`config.mk`:
```
export PLATFORM = sky130hd
export DESIGN_NAME = sdram_width_bridge
export DESIGN_NICKNAME = d
export VERILOG_FILES = /design/src/rtl/sdram_width_bridge_pkg.sv /design/src/rtl/sdram_width_bridge.sv
export SDC_FILE = /design/constraint.sdc
export NUM_CORES = 1
export LEC_CHECK = 0
export ABC_CLOCK_PERIOD_IN_PS = 2200
export BUFFER_PORTS_ARGS = -buffer_cell sky130_fd_sc_hd__clkbuf_2
export CORE_MARGIN = 8
export CORE_UTILIZATION = 51
export CTS_CLUSTER_DIAMETER = 120
export DETAILED_ROUTE_END_ITERATION = 8
export GPL_TIMING_DRIVEN = 0
export PLACE_DENSITY = 0.78
export SKIP_LAST_GASP = 1
export SYNTH_ARGS = -nofsm -noshare
export SYNTH_HDL_FRONTEND = slang
export SYNTH_SLANG_ARGS = --single-unit
```
`constraint.sdc`:
```
create_clock -name clk -period 2.2 [get_ports clk]
set_clock_uncertainty 0.15 [all_clocks]
set_input_delay 0.11 -clock clk [delete_from_list [all_inputs] [get_ports clk]]
set_output_delay 0.11 -clock clk [all_outputs]
set_load 0.02 [all_outputs]
```
`src/rtl/sdram_width_bridge_pkg.sv`:
```
// Shared SDRAM user-port parameters and the width-bridge FSM state type.
package SDRAM_params;

  localparam int USER_ADDRESS_WIDTH = 24;

  typedef enum logic [1:0] {
    IDLE  = 2'd0,
    ISSUE = 2'd1,
    WAIT  = 2'd2
  } bridge_state_t;

endpackage

```
`src/rtl/sdram_width_bridge.sv`:
```
// Splits CPU_WIDTH accesses into little-endian SDRAM_WIDTH beats and reassembles reads.
// Optional response watchdog enabled by defining SDRAM_BRIDGE_TIMEOUT_EN.
module sdram_width_bridge
  import SDRAM_params::*;
#(
  parameter int CPU_WIDTH      = 32,
  parameter int SDRAM_WIDTH    = 16,
  parameter int CPU_ADDR_WIDTH = 32,
  parameter int TIMEOUT_CYCLES = 1024
) (
  input  logic                          clk,
  input  logic                          rst_n,
  input  logic                          re_CPU,
  input  logic                          we_CPU,
  input  logic [CPU_ADDR_WIDTH-1:0]     addr_CPU,
  input  logic [CPU_WIDTH-1:0]          data_write_CPU,
  output logic [CPU_WIDTH-1:0]          data_read_CPU,
  output logic                          valid_CPU,
  output logic                          busy_CPU,
  output logic                          err_CPU,
  output logic [USER_ADDRESS_WIDTH-1:0] addr_SDRAM,
  output logic                          re_SDRAM,
  output logic                          we_SDRAM,
  output logic [SDRAM_WIDTH-1:0]        data_write_SDRAM,
  input  logic [SDRAM_WIDTH-1:0]        data_read_SDRAM,
  input  logic                          valid_SDRAM,
  input  logic                          done_SDRAM
);

  localparam int BEATS      = CPU_WIDTH / SDRAM_WIDTH;
  localparam int BYTE_SHIFT = $clog2(SDRAM_WIDTH / 8);
  localparam int BEAT_BITS  = (BEATS > 2) ? $clog2(BEATS) : 1;
  localparam int AW_EXT     = (CPU_ADDR_WIDTH > USER_ADDRESS_WIDTH) ? CPU_ADDR_WIDTH
                                                                    : USER_ADDRESS_WIDTH;

  // First beat address of the CPU word containing the byte address.
  function automatic logic [USER_ADDRESS_WIDTH-1:0] beat_base(
    input logic [CPU_ADDR_WIDTH-1:0] a
  );
    logic [AW_EXT-1:0] w;
    w = AW_EXT'(a) >> BYTE_SHIFT;
    w[BEAT_BITS-1:0] = '0;
    return w[USER_ADDRESS_WIDTH-1:0];
  endfunction

  bridge_state_t                 state_p0;
  logic [BEAT_BITS-1:0]          beat_p0;
  logic [BEAT_BITS-1:0]          beat_inc;
  logic                          op_wr_p0;
  logic [USER_ADDRESS_WIDTH-1:0] base_p0;
  logic [CPU_WIDTH-1:0]          wr_data_p0;
  logic [CPU_WIDTH-1:0]          rd_asm_p0;
  logic [CPU_WIDTH-1:0]          rd_merge;
  logic                          beat_resp;
  logic                          last_beat;

  assign beat_inc  = beat_p0 + 1'b1;
  assign beat_resp = op_wr_p0 ? done_SDRAM : valid_SDRAM;
  assign last_beat = (beat_p0 == BEAT_BITS'(BEATS - 1));

  always_comb begin
    rd_merge = rd_asm_p0;
    rd_merge[int'(beat_p0)*SDRAM_WIDTH +: SDRAM_WIDTH] = data_read_SDRAM;
  end

`ifdef SDRAM_BRIDGE_TIMEOUT_EN
  localparam int TO_W = $clog2(TIMEOUT_CYCLES + 1);
  logic [TO_W-1:0] wd_cnt_p0;
  logic            err_p0;

  assign err_CPU = err_p0;
`else
  localparam int UNUSED_TIMEOUT = TIMEOUT_CYCLES;

  assign err_CPU = 1'b0;
`endif

  always_ff @(posedge clk or negedge rst_n) begin
    if (!rst_n) begin
      state_p0         <= IDLE;
      beat_p0          <= '0;
      op_wr_p0         <= 1'b0;
      base_p0          <= '0;
      wr_data_p0       <= '0;
      rd_asm_p0        <= '0;
      data_read_CPU    <= '0;
      valid_CPU        <= 1'b0;
      busy_CPU         <= 1'b0;
      addr_SDRAM       <= '0;
      re_SDRAM         <= 1'b0;
      we_SDRAM         <= 1'b0;
      data_write_SDRAM <= '0;
`ifdef SDRAM_BRIDGE_TIMEOUT_EN
      wd_cnt_p0        <= '0;
      err_p0           <= 1'b0;
`endif
    end else begin
      re_SDRAM  <= 1'b0;
      we_SDRAM  <= 1'b0;
      valid_CPU <= 1'b0;
`ifdef SDRAM_BRIDGE_TIMEOUT_EN
      err_p0    <= 1'b0;
`endif
      case (state_p0)
        IDLE: begin
          // Write wins when both requests arrive together.
          if (we_CPU || re_CPU) begin
            op_wr_p0         <= we_CPU;
            base_p0          <= beat_base(addr_CPU);
            wr_data_p0       <= data_write_CPU;
            beat_p0          <= '0;
            addr_SDRAM       <= beat_base(addr_CPU);
            data_write_SDRAM <= data_write_CPU[SDRAM_WIDTH-1:0];
            we_SDRAM         <= we_CPU;
            re_SDRAM         <= ~we_CPU;
            busy_CPU         <= 1'b1;
            state_p0         <= ISSUE;
`ifdef SDRAM_BRIDGE_TIMEOUT_EN
            wd_cnt_p0        <= '0;
`endif
          end
        end
        ISSUE: begin
          state_p0 <= WAIT;
        end
        WAIT: begin
          if (beat_resp) begin
            if (!op_wr_p0) rd_asm_p0 <= rd_merge;
            if (last_beat) begin
              if (!op_wr_p0) data_read_CPU <= rd_merge;
              valid_CPU <= 1'b1;
              busy_CPU  <= 1'b0;
              state_p0  <= IDLE;
            end else begin
              beat_p0          <= beat_inc;
              addr_SDRAM       <= base_p0 + USER_ADDRESS_WIDTH'(beat_inc);
              data_write_SDRAM <= wr_data_p0[int'(beat_inc)*SDRAM_WIDTH +: SDRAM_WIDTH];
              we_SDRAM         <= op_wr_p0;
              re_SDRAM         <= ~op_wr_p0;
              state_p0         <= ISSUE;
`ifdef SDRAM_BRIDGE_TIMEOUT_EN
              wd_cnt_p0        <= '0;
`endif
            end
          end
`ifdef SDRAM_BRIDGE_TIMEOUT_EN
          // Abort after TIMEOUT_CYCLES silent WAIT cycles; aborted reads return zero.
          else if (wd_cnt_p0 == TO_W'(TIMEOUT_CYCLES - 1)) begin
            if (!op_wr_p0) data_read_CPU <= '0;
            valid_CPU <= 1'b1;
            err_p0    <= 1'b1;
            busy_CPU  <= 1'b0;
            state_p0  <= IDLE;
          end else begin
            wd_cnt_p0 <= wd_cnt_p0 + 1'b1;
          end
`endif
        end
        default: begin
          state_p0 <= IDLE;
          busy_CPU <= 1'b0;
        end
      endcase
    end
  end

endmodule

```
==> metrics.cfg <==
[run]
maxCapViolCount=0

[global_route]
grtUsageTotal_pct=19.8
grt_pass1_vias=4547
antenna_found_initial=2
grt_max_degree=74
grt_pass1_wl_um=23100
grt.overflow.total=0

[cells_and_area]
register_area_mm2=0.00338
final_nets=703
layout_common_cells=151 x clkbuf_2, 147 x mux2_2, 135 x dfrtp_1, 75 x dlygate4sd3_1, 18 x mux2_4
syn_to_final_growth_pct=38.9
final_common_cell=clkbuf_2
fillers=736
final_cells=770
multi_input_comb_area_mm2=0.00226
drive_gt1_share_pct=59.4
final_design_area_no_fill_mm2=0.00815

[critical_path]
cp-start-kind=register
cpMaxStageDelayCell=dfrtp_1
cpMostUsedCell=buf_6
cp_top_family=buffers and inverters
critical_path_arrival_ps=2160
critPathMaxStageDelay_ps=370
worstPathRequired_ps=2340
cp_max_fo=10
path_buf_inv=3
critPathCaptureType=register
crit_chain=buf_6 -> or2_4 -> nor2_1 -> buf_4 -> buf_6 -> mux2_2
path_class=register to register

[floorplanning]
initial_core_util_pct=51.8
fp.coreArea_mm2=0.0113
pin_count=163
die_w_um=123
num_rows=39
die_h_um=123
dieArea_mm2=0.0152

[synth]
synthesis.nets=456
synthFlopType=dfrtp_1
synth_area_mm2=0.00587
yosysWarnings=0
synth_cell_types=31
async_flop_share_pct=100
syn_inst=370
synth_edf_count=0
synth_sequential_area_ratio_pct=57.6
synth-seq-cells=135
synth_area_per_cell_um2=15.9

[pwr]
ir_drop_mv=0.882
power_leakage_nw=3.92
power.density_mw_per_mm2=1460
seqPwrFrac_pct=36.2
p_int_mw=7.98
power_frac_clock_pct=22.5
p_switching_mw=3.94
switching_share_pct=33.1
power_frac_comb_pct=41.3

[clocking]
clock_insertion_delay_worst_skew_ps=410
cts_resized=0
clock_sinks=135
cts.root.buffer_cell=clkbuf_16
tritoncts=done
path_clk_slew_ps=60
cts_buffers=17
clk_path_buf_depth=2
htree_num_levels=4

[timing]
period_needed_ps=2020
max_freq_mhz=496
setup_violations=0
max_slew_margin_pct=66.0
maxSlewViolCount=0
worstMarginPinSlew_ps=510
period_share_pct=91.7
grt_setup_unrepaired=false
hold_viol=0

[route]
drt-total-wl_um=14200
wl_per_cell_um=18.4
firstDrtPassIters=4
vias=3961
ant_nets=0
vias_per_cell=5.14
drc=0
first_iter_violations=200

[place]
gp_congestion=0.777
io_buffers=152
place_hpwl_um=9220
placedInstanceArea_mm2=0.00685
dp_cells=666

[status]
status=complete, no violations

[worst_hold_path]
hp-class=input port to register

layout make-up:
cell class	count	share of cell area, %
diodes	2	0.0614
clock inverters	5	0.921
repair buffers	228	19.0
plain buffers	24	2.82
flip-flops and latches	135	41.4
well taps	143	2.20
inverters	1	0.0461
clock buffers	22	5.82
multi-input cells	210	27.7
stage by stage:
stage	power [mW]	setup TNS, ps	util, %	worst slack [ps]	hold WS (ps)
6_report	11.9	0	72.0	183	49.8
5_1_grt	12.6	0	72.0	102	81.3
4_1_cts	12.0	0	71.9	153	23.8
3_5_place_dp	9.13	0	60.5	162	-23.8
3_3_place_gp	8.93	-160610	60.1	-1200	195
2_1_floorplan	7.72	0	-	383	-336
repair_timing:
action                    in CTS  in global routing
hold endpoints to repair     185                  0
setup buffers                  0                  0
hold buffers                  75                  0
metal layers:
metal	global-route usage, %	wire (um)	up-vias
li1	-	-	1808
met3	6.03	1010	32
met4	9.10	363	0
met2	33.8	7240	129
met1	22.4	5570	1992
met5	0	0	-
worst register-to-register path, stage by stage, from the launching register on:
cell	delay [ps]
dfrtp_1	370
buf_6	130
or2_4	270
nor2_1	190
buf_4	240
buf_6	190
mux2_2	350
synthesized netlist by cell type, types with 2 or more instances:
master    instances  area share (%)
and2b_1           8             1.0
buf_2             3            0.26
buf_4             4            0.51
buf_6            14             2.7
clkbuf_1          2            0.13
dfrtp_1         135              58
mux2_2          147              28
mux2_4           18             4.6
nand2_1           5            0.32
nor2_1            3            0.19
nor2b_1           8            0.85
o21ai_0           4            0.34
logic make-up (layout without fill, tap and decap cells):
kind of cell / after synthesis / after routing / share of synthesized area [%]
other: 1 / 3 / 0.0639
multiplexers: 167 / 167 / 33.2
buffers and inverters: 25 / 280 / 3.99
AND/OR/NAND/NOR: 33 / 33 / 4.03
flip-flops: 135 / 135 / 57.6
AO/OA/AOI/OAI: 9 / 9 / 1.19
power groups by stage:
| stage | clock network (mW) | logic, mW | registers (mW) |
|---|---|---|---|
| 2_1_floorplan | 0 | 2.79 | 4.93 |
| 3_3_place_gp | 0 | 4.69 | 4.24 |
| 3_5_place_dp | 0 | 4.81 | 4.32 |
| 4_1_cts | 2.72 | 4.94 | 4.29 |
| 5_1_grt | 2.82 | 5.30 | 4.46 |
| 6_report | 2.68 | 4.93 | 4.31 |
final timing paths:
kind                       cells past startpoint                  end           start  slack (ps)
setup / recovery                               6       wr_data_p0[30]     state_p0[1]         180
hold / removal                                 4              beat_p0     valid_SDRAM          50
hold reg to reg                                1       wr_data_p0[22]  wr_data_p0[22]         350
setup reg to reg                               6       wr_data_p0[30]     state_p0[1]         180
max in group asynchronous                      3  data_write_SDRAM[8]           rst_n        1100
min in group asynchronous                      2    data_read_CPU[18]           rst_n          80
registers in the layout, indices dropped and copies added, names as in the netlist:
signal	count
data_write_SDRAM	16
addr_SDRAM	24
base_p0	23
wr_data_p0	16
data_read_CPU	32
busy_CPU	1
rd_asm_p0	16
beat_p0	1
op_wr_p0	1
valid_CPU	1
we_SDRAM	1
state_p0	2
re_SDRAM	1
(Power assumes the default switching activity.)
